$ cat src/rtl/dmem_arbiter.sv
// Shares one data-memory port between the master and slave pipes, master first.
// Each access waits for mem_ack or aborts after TIMEOUT wait cycles (sticky flag).
module dmem_arbiter #(
  parameter logic [7:0] TIMEOUT = 8'd255
) (
  input  logic        clk,
  input  logic        rst,
  input  logic        m_req,
  input  logic        m_we,
  input  logic [31:0] m_addr,
  input  logic [31:0] m_wdata,
  output logic [31:0] m_rdata,
  input  logic        s_req,
  input  logic        s_we,
  input  logic [31:0] s_addr,
  input  logic [31:0] s_wdata,
  output logic [31:0] s_rdata,
  output logic        stallM,
  output logic        mem_req,
  output logic        mem_we,
  output logic [31:0] mem_addr,
  output logic [31:0] mem_wdata,
  input  logic [31:0] mem_rdata,
  input  logic        mem_ack,
  output logic        timeout
);

  // state  | meaning
  // IDLE   | no access in flight, latching new requests
  // M_ACC  | master access on the memory port
  // S_ACC  | slave access on the memory port
  // DONE   | one-cycle release of the stall
  typedef enum logic [1:0] {IDLE = 2'd0, M_ACC = 2'd1, S_ACC = 2'd2, DONE = 2'd3} state_t;

  state_t      state_q, state_d;
  logic        pend_q, pend_d;
  logic        m_we_q, m_we_d;
  logic [31:0] m_addr_q, m_addr_d;
  logic [31:0] m_wdata_q, m_wdata_d;
  logic        s_we_q, s_we_d;
  logic [31:0] s_addr_q, s_addr_d;
  logic [31:0] s_wdata_q, s_wdata_d;
  logic [7:0]  wait_q, wait_d;
  logic [31:0] m_rdata_q, m_rdata_d;
  logic [31:0] s_rdata_q, s_rdata_d;
  logic        timeout_q, timeout_d;

  logic in_acc, expired, finish;

  assign in_acc  = (state_q == M_ACC) || (state_q == S_ACC);
  assign expired = (wait_q == TIMEOUT);
  assign finish  = in_acc && (mem_ack || expired);

  always_ff @(posedge clk or negedge rst) begin
    if (!rst) state_q <= IDLE;
    else      state_q <= state_d;
  end

  always_comb begin
    state_d = state_q;
    case (state_q)
      IDLE: begin
        if (m_req)      state_d = M_ACC;
        else if (s_req) state_d = S_ACC;
      end
      M_ACC: if (finish) state_d = pend_q ? S_ACC : DONE;
      S_ACC: if (finish) state_d = DONE;
      DONE:  state_d = IDLE;
      default: state_d = IDLE;
    endcase
  end

  always_comb begin
    stallM    = 1'b0;
    mem_req   = 1'b0;
    mem_we    = 1'b0;
    mem_addr  = 32'd0;
    mem_wdata = 32'd0;
    case (state_q)
      IDLE: stallM = m_req | s_req;
      M_ACC: begin
        stallM    = 1'b1;
        mem_req   = 1'b1;
        mem_we    = m_we_q;
        mem_addr  = m_addr_q;
        mem_wdata = m_wdata_q;
      end
      S_ACC: begin
        stallM    = 1'b1;
        mem_req   = 1'b1;
        mem_we    = s_we_q;
        mem_addr  = s_addr_q;
        mem_wdata = s_wdata_q;
      end
      default: ;
    endcase
  end

  // Datapath next-state: request latches, wait counter, load capture, sticky abort flag.
  always_comb begin
    pend_d    = pend_q;
    m_we_d    = m_we_q;
    m_addr_d  = m_addr_q;
    m_wdata_d = m_wdata_q;
    s_we_d    = s_we_q;
    s_addr_d  = s_addr_q;
    s_wdata_d = s_wdata_q;
    wait_d    = wait_q;
    m_rdata_d = m_rdata_q;
    s_rdata_d = s_rdata_q;
    timeout_d = timeout_q;

    if (state_q == IDLE) begin
      wait_d = 8'd0;
      if (m_req) begin
        m_we_d    = m_we;
        m_addr_d  = m_addr;
        m_wdata_d = m_wdata;
        pend_d    = s_req;
      end
      if (s_req) begin
        s_we_d    = s_we;
        s_addr_d  = s_addr;
        s_wdata_d = s_wdata;
      end
    end

    if (in_acc) begin
      if (finish) wait_d = 8'd0;
      else        wait_d = wait_q + 8'd1;
      if (finish && !mem_ack) timeout_d = 1'b1;
    end

    if (state_q == M_ACC && mem_ack && !m_we_q) m_rdata_d = mem_rdata;
    if (state_q == S_ACC && mem_ack && !s_we_q) s_rdata_d = mem_rdata;
    if (state_q == S_ACC && finish) pend_d = 1'b0;
  end

  always_ff @(posedge clk or negedge rst) begin
    if (!rst) begin
      pend_q    <= 1'b0;
      m_we_q    <= 1'b0;
      m_addr_q  <= 32'd0;
      m_wdata_q <= 32'd0;
      s_we_q    <= 1'b0;
      s_addr_q  <= 32'd0;
      s_wdata_q <= 32'd0;
      wait_q    <= 8'd0;
      m_rdata_q <= 32'd0;
      s_rdata_q <= 32'd0;
      timeout_q <= 1'b0;
    end else begin
      pend_q    <= pend_d;
      m_we_q    <= m_we_d;
      m_addr_q  <= m_addr_d;
      m_wdata_q <= m_wdata_d;
      s_we_q    <= s_we_d;
      s_addr_q  <= s_addr_d;
      s_wdata_q <= s_wdata_d;
      wait_q    <= wait_d;
      m_rdata_q <= m_rdata_d;
      s_rdata_q <= s_rdata_d;
      timeout_q <= timeout_d;
    end
  end

  assign m_rdata = m_rdata_q;
  assign s_rdata = s_rdata_q;
  assign timeout = timeout_q;

endmodule

$ cat config.mk
export PLATFORM = sky130hd
export DESIGN_NAME = dmem_arbiter
export DESIGN_NICKNAME = d
export VERILOG_FILES = /design/src/rtl/dmem_arbiter.sv
export SDC_FILE = /design/constraint.sdc
export NUM_CORES = 1
export LEC_CHECK = 0
export CAP_MARGIN = 25
export CORE_MARGIN = 4
export CORE_UTILIZATION = 40
export DETAILED_ROUTE_END_ITERATION = 10
export GPL_TIMING_DRIVEN = 0
export PLACE_DENSITY = 0.75
export SLEW_MARGIN = 20
export SYNTH_ARGS = -nofsm -noshare
export SYNTH_HDL_FRONTEND = slang
export SYNTH_SLANG_ARGS = --single-unit
$ cat constraint.sdc
create_clock -name clk -period 2.4 [get_ports clk]
set_clock_uncertainty 0.15 [all_clocks]
set_input_delay 0.48 -clock clk [delete_from_list [all_inputs] [get_ports clk]]
set_output_delay 0.48 -clock clk [all_outputs]
set_load 0.01 [all_outputs]
Word level (Yosys, flattened, before mapping)
Index checks and enable logic that the tools add are counted.
{"block": "totals", "word_cells": 60, "output_inout_bits": 132, "input_bits": 167, "ff_bits": 206}
{"block": "classes", "mux": 17, "reduce_logical": 22, "eq_ne": 7, "n_bitwise": 1, "addsub": 1}
{"op": "$pmux W32 S2", "n": 2}
{"op": "$mux W8", "n": 3}
{"op": "$add A8 B1 Y8 const B", "n": 1}
{"op": "$eq A8 B8 Y1 const B", "n": 1}
{"op": "$mux W2", "n": 4}
{"op": "$pmux W2 S4", "n": 1}
{"op": "$reduce_and A2 Y1", "n": 4}
{"op": "$logic_and A1 B1 Y1", "n": 7}
{"op": "$reduce_bool A2 Y1", "n": 3}
{"op": "$mux W1", "n": 5}
{"op": "$eq A2 B2 Y1 const B", "n": 2}
{"op": "$ne A2 B2 Y1 const B", "n": 2}
{"op": "$pmux W1 S2", "n": 2}
{"op": "$logic_not A1 Y1", "n": 3}
{"op": "$ne A3 B3 Y1 const B", "n": 1}
{"op": "$reduce_and A3 Y1", "n": 1}
{"op": "$eq A2 B1 Y1 const B", "n": 1}
{"op": "$logic_not A2 Y1", "n": 1}
{"op": "$logic_or A1 B1 Y1", "n": 2}
{"op": "$reduce_or A2 Y1", "n": 1}
{"op": "$or A1 B1 Y1", "n": 1}

Depth between registers and ports, before layout
Gate-level depths: netlist of the first run.
{"block": "logic_depth", "word_depth": 6, "depth_mapped": 8, "mapped_depth_nobuf": 6}

Worst setup path after synthesis of the first run
Ideal clock, no wire load.
{"block": "synth_timing", "path_kind": "flip-flop to output port", "start": "register state_q[0]", "end": "output mem_wdata[10]", "path_stages_with_launch": 7, "arrival_ns": 1.614, "required_time_ns": 1.770, "path_slack_ns": 0.156, "path_buffers": 3, "cell_sequence": "dfrtp_1 -> inv_1 -> ha_1 -> buf_2 -> clkbuf_1 -> clkbuf_1 -> nor2b_1"}
{"block": "synth_via", "elab_chain_cells": 2, "word_cells_on_any_way": 3, "classes_between": "2 x eq/ne; 1 x mux"}
{"element": "start, declared", "line": "35", "rtl": "state_t state_q, state_d;"}
{"element": "start signal, assigned", "line": "56", "rtl": "else state_q <= state_d;"}
{"element": "$eq A2 B2 Y1 / $eq A2 B1 Y1 (equally long branches)", "line": "79", "rtl": "case (state_q)"}
{"element": "$pmux W32 S2 *", "line": "79"}
{"element": "end, declared", "line": "22", "rtl": "output logic [31:0] mem_wdata,"}
Every way passes the cells marked *; elsewhere a longest branch is shown, timed or not.

Worst setup path after layout of the first run
{"block": "layout_timing", "start": "register state_q[0]", "end": "output mem_wdata[19]"}
The elaborated chain is that of the path after synthesis.

==> results of run 1 <==
-- routing by layer --
layer | track usage | vias up
li1 | - | 2993
met1 | 0.2520 | 3270
met2 | 0.3472 | 198
met3 | 0.04975 | 37
met4 | 0.04671 | 0
met5 | 0 | -
-- worst paths after layout --
kind	startpoint	end	slack, ns	cells after the start
max reg2reg	state_q[1]	m_addr_q[25]	0.12	8
max	state_q[0]	mem_wdata[19]	-0.22	7
min	rst	m_addr_q[3]	0.28	2
max in group asynchronous	rst	s_rdata[11]	0.66	4
min reg2reg	timeout	timeout	0.34	1
min in group clk	timeout	timeout	0.34	1
-- layout make-up --
type / instances / area (µm²) / area share
diodes: 1 / 2.502 / 0.0001766
repair buffers: 332 / 3311 / 0.2336
flip-flops and latches: 206 / 5155 / 0.3638
well taps: 280 / 350.3 / 0.02472
plain buffers: 40 / 528.0 / 0.03726
inverters: 4 / 20.02 / 0.001413
clock buffers: 32 / 649.4 / 0.04583
multi-input cells: 384 / 4096 / 0.2891
clock inverters: 6 / 57.56 / 0.004062
-- logic make-up after synthesis --
kind of cell               count (synthesis)
and+or+nand+nor                          100
muxes                                    195
xor gates and xnor gates                   5
DFF                                      206
buffers and inverters                     50
adders and majority gates                  5
AOI/OAI and AO/OA                         79
-- state kept, by name (all words and copies together) (netlist names) --
register   cells
wait_q         8
m_rdata       32
pend_q         1
s_rdata       32
m_addr_q      32
m_wdata_q     32
timeout        1
state_q        2
s_we_q         1
m_we_q         1
s_wdata_q     32
s_addr_q      32
-- power breakdown --
group	switching (mW)	internal [mW]	total (mW)
logic	4.31	6.65	11.0
clock network	1.34	1.98	3.31
registers	1.06	5.21	6.27
total	6.71	13.8	20.5
-- worst reg2reg max path: cells and delay by family (launching register included) --
family | cells | cell delay (ns)
adder cells (fa/ha/maj) | 1 | 0.16
multiplexers | 1 | 0.38
flip-flops | 1 | 0.40
AND/OR/NAND/NOR | 1 | 0.15
buffers and inverters | 5 | 0.94
-- cell usage after synthesis, drive strengths merged, types with 2 or more instances --
cell and number:
dfrtp 206, mux2 194, nor2b 66, a22oi 65, buf 33, clkbuf 13
nor2 10, nand2 7, o21ai 6, ha 5, inv 4, a21oi 3
nand2b 3, xnor2 3, nand3b 2, nand4 2, nand4b 2, xor2 2
-- through the flow --
| stage | hold WS, ns | utilization | cell area [µm²] |
|---|---|---|---|
| after CTS | 0.2731 | 0.6238 | 13700 |
| final | 0.2798 | 0.6453 | 14170 |
| after global routing | 0.3045 | 0.6453 | 14170 |
| after floorplan | 0.03441 | - | 8994 |
| after global placement | 0.3248 | 0.5614 | 12330 |
| after detailed placement | 0.2069 | 0.5641 | 12390 |
-- repair_timing --
item | in CTS | in global routing
hold endpoints to repair | 32 | 0
hold buffers | 1 | 0
cloned | 7 | 4
resized for setup | 426 | 79
pin swaps | 9 | 40
endpoints found under the setup margin | 67 | 66
setup buffers | 16 | 4
==> results by group, run 1 <==
Run status
  – Status: complete, but fails checks
  – Failing checks: setup timing

Timing
  – Max-slew headroom: 0.6687
  – Fmax: 0.3816 GHz
  – Setup violators final: 66
  – Slew @ Worst Pin: 0.4970 ns
  – Worst setup margin: -0.2206 ns
  – Min Tclk post-route: 2.621 ns
  – RSZ-0062 raised after global routing: yes
  – TNS Setup: -10.12 ns
  – Post-route clock period utilization: 1.092
  – Final-report hold violation count: 0
  – Max-slew violations: 0

Layout
  – Most common cell after layout, fill and taps aside: clkdlybuf4s50_1
  – Synth-to-Final Area Change: 57.55%
  – Share of cells above drive strength 1: 0.4701
  – Nets: 1163
  – Layout fillers: 1622
  – Finished Layout Cells: 1285
  – Most frequent cells in the layout: 230 x clkdlybuf4s50_1, 206 x dfrtp_1, 177 x mux2_2

Clocking
  – Clock buffer depth: 3
  – Sink Count: 206
  – Clk_lat worst skew: 0.49 ns
  – Clock tree from TritonCTS: built
  – CTS root buffer: clkbuf_16
  – Clk slew on worst S/H paths: 0.06 ns
  – Total CTS buffers: 23
  – CTS H-tree depth: 1

Place
  – HPWL reported at the end of detailed placement: 17.64 mm
  – # port buffers: 298
  – Setup slack after placement: -0.7847 ns
  – Routability congestion estimate from global placement: 0.7558
  – Dpl cells: 1220

Synthesis
  – Post-Syn Instances: 640
  – FFs w/ async S/R, synth: 1.000
  – Xor-xnor portion of the synthesized cell area: 0.004869
  – Sequential-to-total area share from yosys stat: 0.5732
  – EDFF count, synth: 0
  – Synth Net Count: 812
  – Post-synth cell types: 39
  – Share of the synthesized area in the top cell type: 0.5732
  – Ys flop type: dfrtp_1
  – Synth Area in Simple Gates: 0.06678
  – Register bit total from synthesis: 206
  – Synth area leader: dfrtp_1
  – Synth Warn #: 0
  – Post-synthesis adder-cell area fraction: 0.006956
  – Cell Area, Synth: 8994 µm²
  – Compound-Gate Fraction of Synth Area: 0.06497
  – Syn_area_per_cell: 14.05 µm²
  – Mux share of post-synthesis cell area: 0.2511
  – Top cells by area, synth: dfrtp_1 57%, mux2_2 22%, a22oi_1 5.4%
  – Largest family of logic cells by synthesized area: multiplexers

Die
  – Initial core utilization: 0.4096
  – Die Ht: 157.9 µm
  – Die footprint: 24950 µm²
  – I/O Pins: 299
  – Placeable Area: 21960 µm²
  – Core Rows: 54
  – Die X: 157.9 µm

Global route
  – First-pass GRT wire length: 39.09 mm
  – Pin count of the biggest net entering global routing: 93
  – Global route overflow: 0
  – Gr usage total: 0.1995
  – Vias in the first global route: 6995
  – Antenna violations before repair: 1

Route
  – Vias post-DR: 6498
  – Remaining antenna violation count after routing: 0
  – WL/cell: 20.11 µm
  – Wire length on met1: 10.43 mm
  – Max Used Layer: met4
  – DR DRC count: 0
  – Drt via density: 5.057
  – Drt first pass iters: 4
  – Met3 routed WL: 1.709 mm
  – Drt initial violations: 203
  – Met2 routed WL: 13.00 mm
  – Routed WL: 25.84 mm

Critical path
  – Critical-path top delay cell: dfrtp_1
  – Required time worst endpoint: 1.77 ns
  – Critical path buffers and inverters: 4
  – CP max FO: 8
  – Most numerous cell on the critical path: buf_6
  – Critical path endpoint category: primary output
  – Arr. time, crit path: 1.99 ns
  – Worst Path Class, Setup: flop to primary output
  – CP cell instances: buf_6 -> ha_4 -> buf_12 -> clkbuf_16 -> a22oi_2 -> nor2b_4 -> buf_6
  – Critical path's largest stage delay: 0.43 ns
  – CP Launch Type: flop
  – Critical path's top delay family: buffers and inverters

Power and ir drop
  – Total chip power: 20.55 mW
  – Pwr Density: 1450 nW/µm²
  – Peak supply drop: 0.0007071 V
  – Leak: 5.995 nW

Min path
  – Hold Path Class: input pin to asynchronous set/reset pin

Job
  – Max Cap Viol: 0
(Power assumes the default switching activity.)
==> run 2: changes to the inputs <==
- ABC_CLOCK_PERIOD_IN_PS: not set -> 2400
==> results of run 2 <==
Final layout, timing and power as in run 1 (identical DEF).
==> run 3: changes to the inputs <==
- CTS_BUF_LIST: not set -> sky130_fd_sc_hd__clkbuf_8
- TNS_END_PERCENT: not set -> 100
==> results by group, run 3 (synthesis gave the netlist of run 1 again) <==
Run status
  – Status: complete, but fails checks
  – Failing checks: setup timing

Clocking
  – Sink Count: 206
  – Clock tree from TritonCTS: built
  – Clock buffer depth: 3
  – Clk_lat worst skew: 0.52 ns
  – CTS root buffer: clkbuf_8
  – Clk slew on worst S/H paths: 0.06 ns
  – CTS H-tree depth: 2
  – Total CTS buffers: 37

Critical path
  – Critical path buffers and inverters: 4
  – Most numerous cell on the critical path: buf_6
  – Worst Path Class, Setup: flop to primary output
  – Arr. time, crit path: 2.04 ns
  – Critical path's top delay family: buffers and inverters
  – CP Launch Type: flop
  – Critical path endpoint category: primary output
  – Critical-path top delay cell: dfrtp_2
  – CP max FO: 10
  – Critical path's largest stage delay: 0.44 ns
  – Required time worst endpoint: 1.77 ns
  – CP cell instances: buf_6 -> ha_4 -> buf_12 -> buf_8 -> a22oi_2 -> nor2b_4 -> buf_6

Timing
  – RSZ-0062 raised after global routing: yes
  – Final-report hold violation count: 0
  – Max-slew headroom: 0.6654
  – Fmax: 0.3739 GHz
  – Max-slew violations: 0
  – Setup violators final: 66
  – TNS Setup: -14.06 ns
  – Worst setup margin: -0.2745 ns
  – Min Tclk post-route: 2.674 ns
  – Slew @ Worst Pin: 0.5019 ns
  – Hold Slack: 0.2744 ns
  – Post-route clock period utilization: 1.114

Route
  – DR DRC count: 0
  – Drt first pass iters: 4
  – Drt via density: 5.088
  – Routed WL: 26.38 mm
  – Remaining antenna violation count after routing: 0
  – WL/cell: 20.29 µm
  – Vias post-DR: 6615
  – Drt initial violations: 211

Power and ir drop
  – Peak supply drop: 0.0007706 V
  – Leak: 6.103 nW
  – Total chip power: 21.01 mW
  – Pwr Density: 1464 nW/µm²

Global route
  – Gr usage total: 0.2013
  – First-pass GRT wire length: 39.12 mm
  – Antenna violations before repair: 1
  – Global route overflow: 0
  – Pin count of the biggest net entering global routing: 93
  – Vias in the first global route: 7103
  – Met1 usage: 0.2522
  – Busiest grt layer: met2
  – M3 GR Usage: 0.05631
  – GR Util met2: 0.3407

Layout
  – Core Util, Final: 0.6538
  – Nets: 1176
  – Most common cell after layout, fill and taps aside: clkdlybuf4s50_1
  – Share of cells above drive strength 1: 0.4868
  – Design Area, Final: 14360 µm²
  – Most frequent cells in the layout: 230 x clkdlybuf4s50_1, 205 x dfrtp_1, 177 x mux2_2
  – Synth-to-Final Area Change: 59.63%

Die
  – Core Rows: 54
  – Die footprint: 24950 µm²
  – Initial core utilization: 0.4096
  – Placeable Area: 21960 µm²
  – Die X: 157.9 µm
  – Die Ht: 157.9 µm
  – I/O Pins: 299

Place
  – Routability congestion estimate from global placement: 0.7558
  – HPWL reported at the end of detailed placement: 17.64 mm
  – Placed instance area: 12390 µm²
  – # port buffers: 298

Job
  – Max Cap Viol: 0

Min path
  – Hold Path Class: input pin to asynchronous set/reset pin
==> run 3: cell count changes in the layout (fill, tap and decap cells not counted), moves of 4 or more <==
cell	before	now
buf_2	56	45
clkbuf_1	5	0
clkinv_2	4	0
clkbuf_8	7	50
nor2b_1	34	23
nor2b_4	22	34
buf_6	34	41
clkbuf_16	32	12
inv_1	2	7
==> run 3: cell type report <==
class	count	area [µm²]
Clock inverter	8	86.33
Buffer	42	570.5
Tap cell	280	350.3
Fill cell	1606	7602
Sequential cell	206	5156
Inverter	4	17.52
Timing Repair Buffer	329	3369
Clock buffer	46	633.1
Multi-Input combinational cell	384	4170
Antenna cell	1	2.502
==> run 3: final timing paths <==
check	start	endpoint	cells after the start	slack (ns)
min in group clk	timeout	timeout	1	0.34
setup / recovery	state_q[0]	mem_wdata[11]	7	-0.27
max in group asynchronous	rst	s_rdata[11]	4	0.69
setup reg to reg	state_q[1]	m_addr_q[25]	7	0.11
hold / removal	rst	m_addr_q[3]	2	0.27
hold reg to reg	timeout	timeout	1	0.34
==> run 3: timing repair <==
item,CTS,global route
hold buffers,1,0
buffers inserted,13,4
endpoints found under the hold margin,32,0
setup endpoints to repair,67,66
pin swaps,4,30
cloned,5,7
resized for setup,421,112
==> run 3: per-stage QoR <==
stage / std cells / worst slack, ns
6_report: 1300 / -0.2745
5_1_grt: 1300 / -0.3707
4_1_cts: 1291 / -0.2791
3_5_place_dp: 1220 / -0.7847
3_3_place_gp: 1218 / -8.195
2_1_floorplan: 640 / 0.1562
==> run 3: per-layer routing <==
layer | share of wire | wire length, µm | vias to the layer above
met5 | 0 | 0 | -
met4 | 0.026 | 689 | 0
met3 | 0.067 | 1778 | 53
met2 | 0.50 | 13220 | 226
met1 | 0.41 | 10690 | 3317
li1 | - | - | 3019
==> run 3: power breakdown <==
| group | internal, mW | switching, mW | total [mW] |
|---|---|---|---|
| combinational | 6.98 | 4.46 | 11.4 |
| sequential | 5.21 | 1.07 | 6.28 |
| clock | 1.91 | 1.37 | 3.28 |
==> run 3: worst reg2reg max path, cell delays in order (launching register included) <==
cell and delay (ns):
dfrtp_1 0.43, inv_2 0.13, ha_4 0.16, and2_4 0.14, buf_8 0.16, buf_4 0.26, buf_2 0.34, mux2_2 0.38
